[src/rtl/adder_accum_ctrl.sv]
// Operand/result register stage around an external carry-select adder chain.
// Holds A (accumulator) and B, waits a settle time, then captures Sum/Cout into A.
module adder_accum_ctrl #(
  parameter int unsigned WIDTH         = 16,
  parameter int unsigned SETTLE_CYCLES = 2
) (
  input  logic             Clk,
  input  logic             Reset,
  input  logic             LoadB,
  input  logic             Run,
  input  logic             ClearA,
  input  logic [WIDTH-1:0] SW,
  input  logic [WIDTH-1:0] Sum_in,
  input  logic             Cout_in,
  output logic [WIDTH-1:0] A_out,
  output logic [WIDTH-1:0] B_out,
  output logic [WIDTH-1:0] Sum,
  output logic             CO,
  output logic             Busy
);

  typedef enum logic [1:0] {
    IDLE,
    SETTLE,
    CAPTURE,
    HOLD
  } state_t;

  localparam logic [3:0] CNT_INIT = 4'(SETTLE_CYCLES - 1);

  state_t           state, state_d;
  logic [3:0]       cnt, cnt_d;
  logic [WIDTH-1:0] a_q, a_d;
  logic [WIDTH-1:0] b_q, b_d;
  logic [WIDTH-1:0] sum_q, sum_d;
  logic             co_q, co_d;

  logic run_q, loadb_q, hist_valid;
  logic run_rise, loadb_rise;

  // hist_valid masks the first post-reset cycle so a button held through
  // reset is seen as already high rather than as a fresh rising edge.
  assign run_rise   = Run   & ~run_q   & hist_valid;
  assign loadb_rise = LoadB & ~loadb_q & hist_valid;

  always_ff @(posedge Clk or posedge Reset) begin
    if (Reset) begin
      state <= IDLE;
    end else begin
      state <= state_d;
    end
  end

  always_ff @(posedge Clk or posedge Reset) begin
    if (Reset) begin
      cnt        <= '0;
      a_q        <= '0;
      b_q        <= '0;
      sum_q      <= '0;
      co_q       <= 1'b0;
      run_q      <= 1'b0;
      loadb_q    <= 1'b0;
      hist_valid <= 1'b0;
    end else begin
      cnt        <= cnt_d;
      a_q        <= a_d;
      b_q        <= b_d;
      sum_q      <= sum_d;
      co_q       <= co_d;
      run_q      <= Run;
      loadb_q    <= LoadB;
      hist_valid <= 1'b1;
    end
  end

  always_comb begin
    state_d = state;
    cnt_d   = cnt;
    a_d     = a_q;
    b_d     = b_q;
    sum_d   = sum_q;
    co_d    = co_q;
    unique case (state)
      IDLE: begin
        if (run_rise) begin
          state_d = SETTLE;
          cnt_d   = CNT_INIT;
        end else if (loadb_rise) begin
          b_d = SW;
        end else if (ClearA) begin
          a_d = '0;
        end
      end
      SETTLE: begin
        if (cnt == 4'd0) begin
          state_d = CAPTURE;
        end else begin
          cnt_d = cnt - 4'd1;
        end
      end
      CAPTURE: begin
        sum_d   = Sum_in;
        co_d    = Cout_in;
        a_d     = Sum_in;
        state_d = HOLD;
      end
      HOLD: begin
        if (!Run) begin
          state_d = IDLE;
        end
      end
      default: state_d = IDLE;
    endcase
  end

  assign Busy  = (state == SETTLE) || (state == CAPTURE);
  assign A_out = a_q;
  assign B_out = b_q;
  assign Sum   = sum_q;
  assign CO    = co_q;

endmodule

[config.mk]
export PLATFORM = sky130hd
export DESIGN_NAME = adder_accum_ctrl
export DESIGN_NICKNAME = d
export VERILOG_FILES = /design/src/rtl/adder_accum_ctrl.sv
export SDC_FILE = /design/constraint.sdc
export NUM_CORES = 1
export LEC_CHECK = 0
export CAP_MARGIN = 20
export CORE_AREA = 8 8 73 107
export DETAILED_ROUTE_END_ITERATION = 7
export DIE_AREA = 0 0 81 115
export PLACE_DENSITY_LB_ADDON = 0.05
export SETUP_SLACK_MARGIN = 0.2
export SYNTH_ARGS = -nofsm -noshare
export SYNTH_HDL_FRONTEND = slang
export SYNTH_SLANG_ARGS = --single-unit
[constraint.sdc]
create_clock -name Clk -period 2.31 [get_ports Clk]
set_input_delay 0.231 -clock Clk [delete_from_list [all_inputs] [get_ports Clk]]
set_output_delay 0.231 -clock Clk [all_outputs]
set_load 0.05 [all_outputs]
==> qor.txt, run 1 <==
outcome - completed
sw frac - 0.472
Post-CTS Repair Setup Buffers - 0
Tightest Pin Transition - 0.777 ns
clk slew on worst S/H paths - 0.07 ns
Placed Cells - 328
crit-path cells - inv_1 > ha_1 > inv_2 > a21oi_2 > a21boi_2 > a22o_1
reg2reg end - A_out[4]
CTS sink count - 58
grt ovf - 0
PwrDens - 1730 nW/µm²
layout cells sized above 1 - 0.218
first-pass GRT wire length - 9.45 mm
post-synthesis sequential area ratio - 0.594
register-to-register setup slack - 0.41 ns
commonest non-fill, non-tap cell in the layout - clkdlybuf4s50_1
CP Class - register to register
Crit Path Max Fanout - 16
FILL cells - 558
share of the synthesized area in the top cell type - 0.594
CORE AREA - 6310 µm²
Placer Congestion - 0.758
RR Startpoint - state[1]
post-route ant nets - 0
post-synthesis cell area - 2440 µm²
WL/cell - 17.3 µm
Internal Power - 0.00327 W
Flop pwr share - 0.279
Die H - 115 µm
max incr delay on CP - 0.63 ns
switching power - 0.00292 W
Unique masters post-synth - 38
Post-Route WL - 5.91 mm
R2R cell count - 6
DP HPWL - 4.41 mm
Hold Path Class - input port to async pin
commonest cells after routing, fill and taps aside - clkdlybuf4s50_1 (86), dfrtp_1 (58), mux2_2 (23), a22o_1 (16)
DRC Markers - 0
Starting Density - 0.388
power share of the clock group - 0.126
CTS Hold Bufs - 0
vias - 1664
Port-buffer cells - 87
Syn. warnings - 0
Die Area - 9320 µm²
Worst Path Required - 2.57 ns
footprint of the multi-input gates - 920 µm²
crit end category - register
Setup TNS - 0 ns
Via density - 4.87
Gate power share - 0.595
CTS Buf Count - 9
Nets - 308
post-synthesis cell count - 165
clk_lat worst skew - 0.33 ns
std cell rows - 36
Final Critical Period - 1.90 ns
number of diodes - 0
Max Root-Sink Buffers - 2
Fin. Hold Viols - 0
maxcap violations - 0
CP max-delay cell - a21boi_2
# resized after CTS - 1
top post-synthesis cells by area - dfrtp_1 (59%), mux2_2 (11%), a22o_1 (5.7%)
Avg Inst Size Synth - 14.8 µm²
Clock Skew - 0.0160 ns
vias in the first global route - 1857
crit share post-route - 0.822
number of I/O pins - 88
area leader, netlist - dfrtp_1
Setup Viol. Count Final - 0
CP arrival - 2.15 ns
Yosys reg bits - 58
maximum vdd drop - 0.000915 V
Detailed Routing Iterations Pass 1 - 4
all-layer global routing usage - 0.133
fmax - 0.527 GHz
critical path startpoint category - register
largest net degree at the start of global routing - 25
final slew viol count - 0
tightest slew margin relative to the limit - 0.479
CTS tree - built
die width - 81 µm
final non-filler cell total - 342
antenna violations before repair - 0
unrepaired setup endpoints after global routing - no
CTS root buf - clkbuf_8
H-tree levels - 3
Mapped Nets - 210
Area Overhead vs Synth - 46.5%
Reg area - 1450 µm²
DRT iter0 DRCs - 33
leakage - 1.55 nW
cells by family (layout without fill, tap and decap cells):
kind of cell             Yosys count  after routing  share of synthesized area
AO/OA/AOI/OAI                     32             32                      0.116
other                              1              1                    0.00153
flip-flops                        58             58                      0.594
buffers and inverters             14            115                     0.0302
adder cells (fa/ha/maj)            7              7                     0.0358
multiplexers                      35             35                      0.162
AND/OR/NAND/NOR                   18             18                     0.0609
worst max-delay path: cells and delay by family (launching register included):
kind | cells | cell delay, ns
compound gates | 3 | 0.93
flops | 1 | 0.39
buf+inv | 2 | 0.19
fa+ha+maj | 1 | 0.29
per-stage QoR:
stage | cell area [µm²] | setup slack [ns] | utilization | total power [W] | hold WS, ns
2_1_floorplan | 2440 | 0.651 | - | 0.00430 | 0.262
6_report | 3580 | 0.412 | 0.568 | 0.00620 | 0.266
3_5_place_dp | 3420 | 0.272 | 0.543 | 0.00550 | 0.474
3_3_place_gp | 3420 | 0.328 | 0.543 | 0.00546 | 0.467
4_1_cts | 3580 | 0.374 | 0.568 | 0.00629 | 0.271
5_1_grt | 3580 | 0.222 | 0.568 | 0.00653 | 0.326
sequential cells by signal (all words and copies together) (netlist names):
register / count
run_q: 1
A_out: 16
hist_valid: 1
loadb_q: 1
B_out: 16
state: 2
cnt: 4
CO: 1
Sum: 16
synth_stat cells:
cell       count
buf_4          3
conb_1         1
mux2i_1        1
o221a_2        1
a21oi_1        4
inv_1          6
a22o_1        16
nand3b_1       1
or4_1          2
a22oi_1        1
mux2_4         1
a221oi_4       1
buf_6          1
nand3_2        2
mux2_2        23
nand3b_4       1
a31oi_1        1
a21boi_2       1
o221ai_1       1
a2bb2oi_1      1
a21oi_2        1
dfrtp_1       58
or4b_1         1
buf_2          2
nand2b_1       1
nor3b_4        1
o2bb2ai_1      1
o21ai_0        2
nor3_1         2
nand2_1        1
nor2_2         1
mux2_1        10
ha_1           7
nor2_4         1
inv_2          2
o2bb2ai_2      1
nand2b_2       1
nor2_1         3
routing by layer:
| metal | global-route usage | wire [µm] | up-vias |
|---|---|---|---|
| li1 | - | - | 791 |
| met2 | 0.203 | 2840 | 60 |
| met1 | 0.154 | 2420 | 804 |
| met5 | 0 | 0 | - |
| met3 | 0.0571 | 545 | 9 |
| met4 | 0.0659 | 109 | 0 |
power groups by stage:
stage	clock [W]	combinational, W	sequential, W
floorplan	0	0.00118	0.00312
global placement	0	0.00372	0.00174
detailed placement	0	0.00376	0.00174
CTS	0.000811	0.00374	0.00173
global route	0.000852	0.00388	0.00180
finish	0.000779	0.00369	0.00173
worst max-delay path by stage:
stage	startpoint	to	slack [ns]	cells after the start
floorplan	Reset	A_out[0]	0.65	1
global placement	Run	A_out[11]	0.33	5
detailed placement	Run	A_out[14]	0.27	5
CTS	state[0]	A_out[4]	0.37	6
global route	state[1]	A_out[4]	0.22	6
finish	state[1]	A_out[4]	0.41	6
final cells by class:
| cell class | instances | share of cell area |
|---|---|---|
| Clock inverter | 3 | 0.00489 |
| Tap cell | 76 | 0.0265 |
| Clock buffer | 11 | 0.0395 |
| Multi-Input combinational cell | 93 | 0.257 |
| Timing Repair Buffer | 93 | 0.259 |
| Sequential cell | 58 | 0.405 |
| Inverter | 8 | 0.00838 |
Note: power is estimated with default switching activity, not from simulation.
==> inputs of run 2 (changes only) <==
clock period = 1.8 ns   (was 2.31 ns; I/O delays follow)
==> run 2 against run 1 <==
Net effect: sequential power increased by 27%; via count increased by 6.6%; total power increased by 39%; clock skew shrank 0.0083 ns; critical endpoint is now cnt[0]; largest power group unchanged.
==> qor.txt, run 2 (synthesis gave the netlist of run 1 again) <==
outcome - completed
all-layer global routing usage - 0.144 (+0.0109)
first-pass GRT wire length - 10.1 mm (+6.9%)
Hold WS - 0.273 ns (+0.00742 ns)
Fin. Hold Viols - 0 (unchanged)
vias in the first global route - 1974 (+6.3%)
DRT iter0 DRCs - 65 (+97%)
Detailed Routing Iterations Pass 1 - 4 (unchanged)
Starting Density - 0.388 (unchanged)
Placer Congestion - 0.745 (-1.7%)
Area Overhead vs Synth - 58.9%
crit end category - register
vias - 1773 (+6.6%)
Worst Path Required - 2.03 ns (-0.54 ns)
CORE AREA - 6310 µm² (unchanged)
Die H - 115 µm (unchanged)
Via density - 4.94 (+1.5%)
maximum vdd drop - 0.00113 V (+23%)
DRC Markers - 0 (unchanged)
largest net degree at the start of global routing - 33 (+32%)
clk_lat worst skew - 0.34 ns (about the same)
layout cells sized above 1 - 0.336 (+0.118)
maxcap violations - 0 (unchanged)
Final Total Pwr - 0.00860 W (+39%)
tightest slew margin relative to the limit - 0.645 (+0.166)
antenna violations before repair - 0 (unchanged)
grt ovf - 0 (unchanged)
commonest cells after routing, fill and taps aside - dfrtp_1 (58), dlygate4sd2_1 (49), clkdlybuf4s50_1 (37), buf_4 (18)
Setup TNS - 0 ns (unchanged)
final slew viol count - 0 (unchanged)
leakage - 1.83 nW (+17%)
Crit Path Max Fanout - 7 (-9)
Final Critical Period - 1.56 ns (-0.336 ns)
DP HPWL - 4.34 mm (-1.6%)
RR Startpoint - cnt[1]
Nets - 323 (+4.9%)
Tightest Pin Transition - 0.534 ns (-0.243 ns)
post-route ant nets - 0 (unchanged)
number of diodes - 0 (unchanged)
CTS root buf - clkbuf_8
critical path startpoint category - register
Setup Viol. Count Final - 0 (unchanged)
std cell rows - 36 (unchanged)
number of I/O pins - 88 (unchanged)
Clock Skew - 0.00771 ns (-0.00834 ns)
H-tree levels - 3 (unchanged)
CTS sink count - 58 (unchanged)
Post-Route WL - 6.43 mm (+8.8%)
Hold Path Class - input port to async pin
clk slew on worst S/H paths - 0.07 ns (about the same)
Die Area - 9320 µm² (unchanged)
CTS Buf Count - 9 (unchanged)
unrepaired setup endpoints after global routing - yes
CTS tree - built
WL/cell - 17.9 µm (+3.6%)
crit share post-route - 0.868 (+0.0461)
Setup crit start - cnt[1]
PwrDens - 2210 nW/µm² (+28%)
Max Root-Sink Buffers - 2 (unchanged)
commonest non-fill, non-tap cell in the layout - dfrtp_1
CP Class - register to register
CP arrival - 1.79 ns (-0.36 ns)
Port-buffer cells - 87 (unchanged)
fmax - 0.640 GHz (+22%)
die width - 81 µm (unchanged)
## run 2: cell count changes in the layout (fill, tap and decap cells not counted), moves of 3 or more
cell | before | now
mux2_2 | 23 | 17
clkdlybuf4s50_1 | 86 | 37
inv_1 | 5 | 1
inv_2 | 3 | 6
buf_4 | 5 | 18
mux2_1 | 10 | 0
mux2_4 | 1 | 17
dlygate4sd2_1 | 1 | 49
## run 2: layer usage
layer | vias up | global-route usage | wire (µm)
met5 | - | 0 | 0
met3 | 6 | 0.0696 | 584
li1 | 827 | - | -
met1 | 879 | 0.160 | 2460
met2 | 61 | 0.223 | 3320
met4 | 0 | 0.0683 | 70
## run 2: timing repair
| action | in CTS | in global routing |
|---|---|---|
| setup endpoints to repair | 69 | 36 |
| cloned | 0 | 1 |
| resized for setup | 54 | 14 |
| hold buffers | 0 | 0 |
| pin swaps | 2 | 6 |
| setup buffers | 5 | 3 |
## run 2: final timing paths
path                            slack (ns)         to  cells past startpoint
worst max-delay path                  0.24     cnt[0]                      6
max in group asynchronous             1.19   A_out[1]                      3
min in group Clk                      0.32    loadb_q                      1
worst min register to register        0.49  A_out[12]                      1
worst min-delay path                  0.27  A_out[13]                      3
worst max register to register        0.24     cnt[0]                      6
## run 2: cell type report
type | instances | area [µm²]
Clock buffer | 12 | 165
Clock inverter | 4 | 72.6
Fill cell | 535 | 2420
Inverter | 8 | 33.8
Multi-Input combinational cell | 93 | 1050
Sequential cell | 58 | 1450
Tap cell | 76 | 95.1
Timing Repair Buffer | 108 | 1020
## run 2: power breakdown
part	leakage, nW	switching, W	internal [W]
clock	0.119	0.000533	0.000890
combinational	0.994	0.00310	0.00188
sequential	0.713	0.000307	0.00189
## run 2: per-stage QoR
stage                     instances   util  area, µm²  worst slack, ns
after floorplan                 165      -       2490            0.174
after global placement          334  0.559       3520           0.0415
after detailed placement        334  0.559       3520           0.0104
after CTS                       355  0.599       3780            0.212
after global routing            359  0.616       3880            0.176
final                           359  0.616       3880            0.238
## run 2: critical path: stages (launching register included)
cell and delay [ns]:
dfrtp_1 0.37, inv_2 0.06, ha_1 0.17, nor3b_4 0.15
buf_4 0.16, or4_1 0.40, o221a_2 0.14
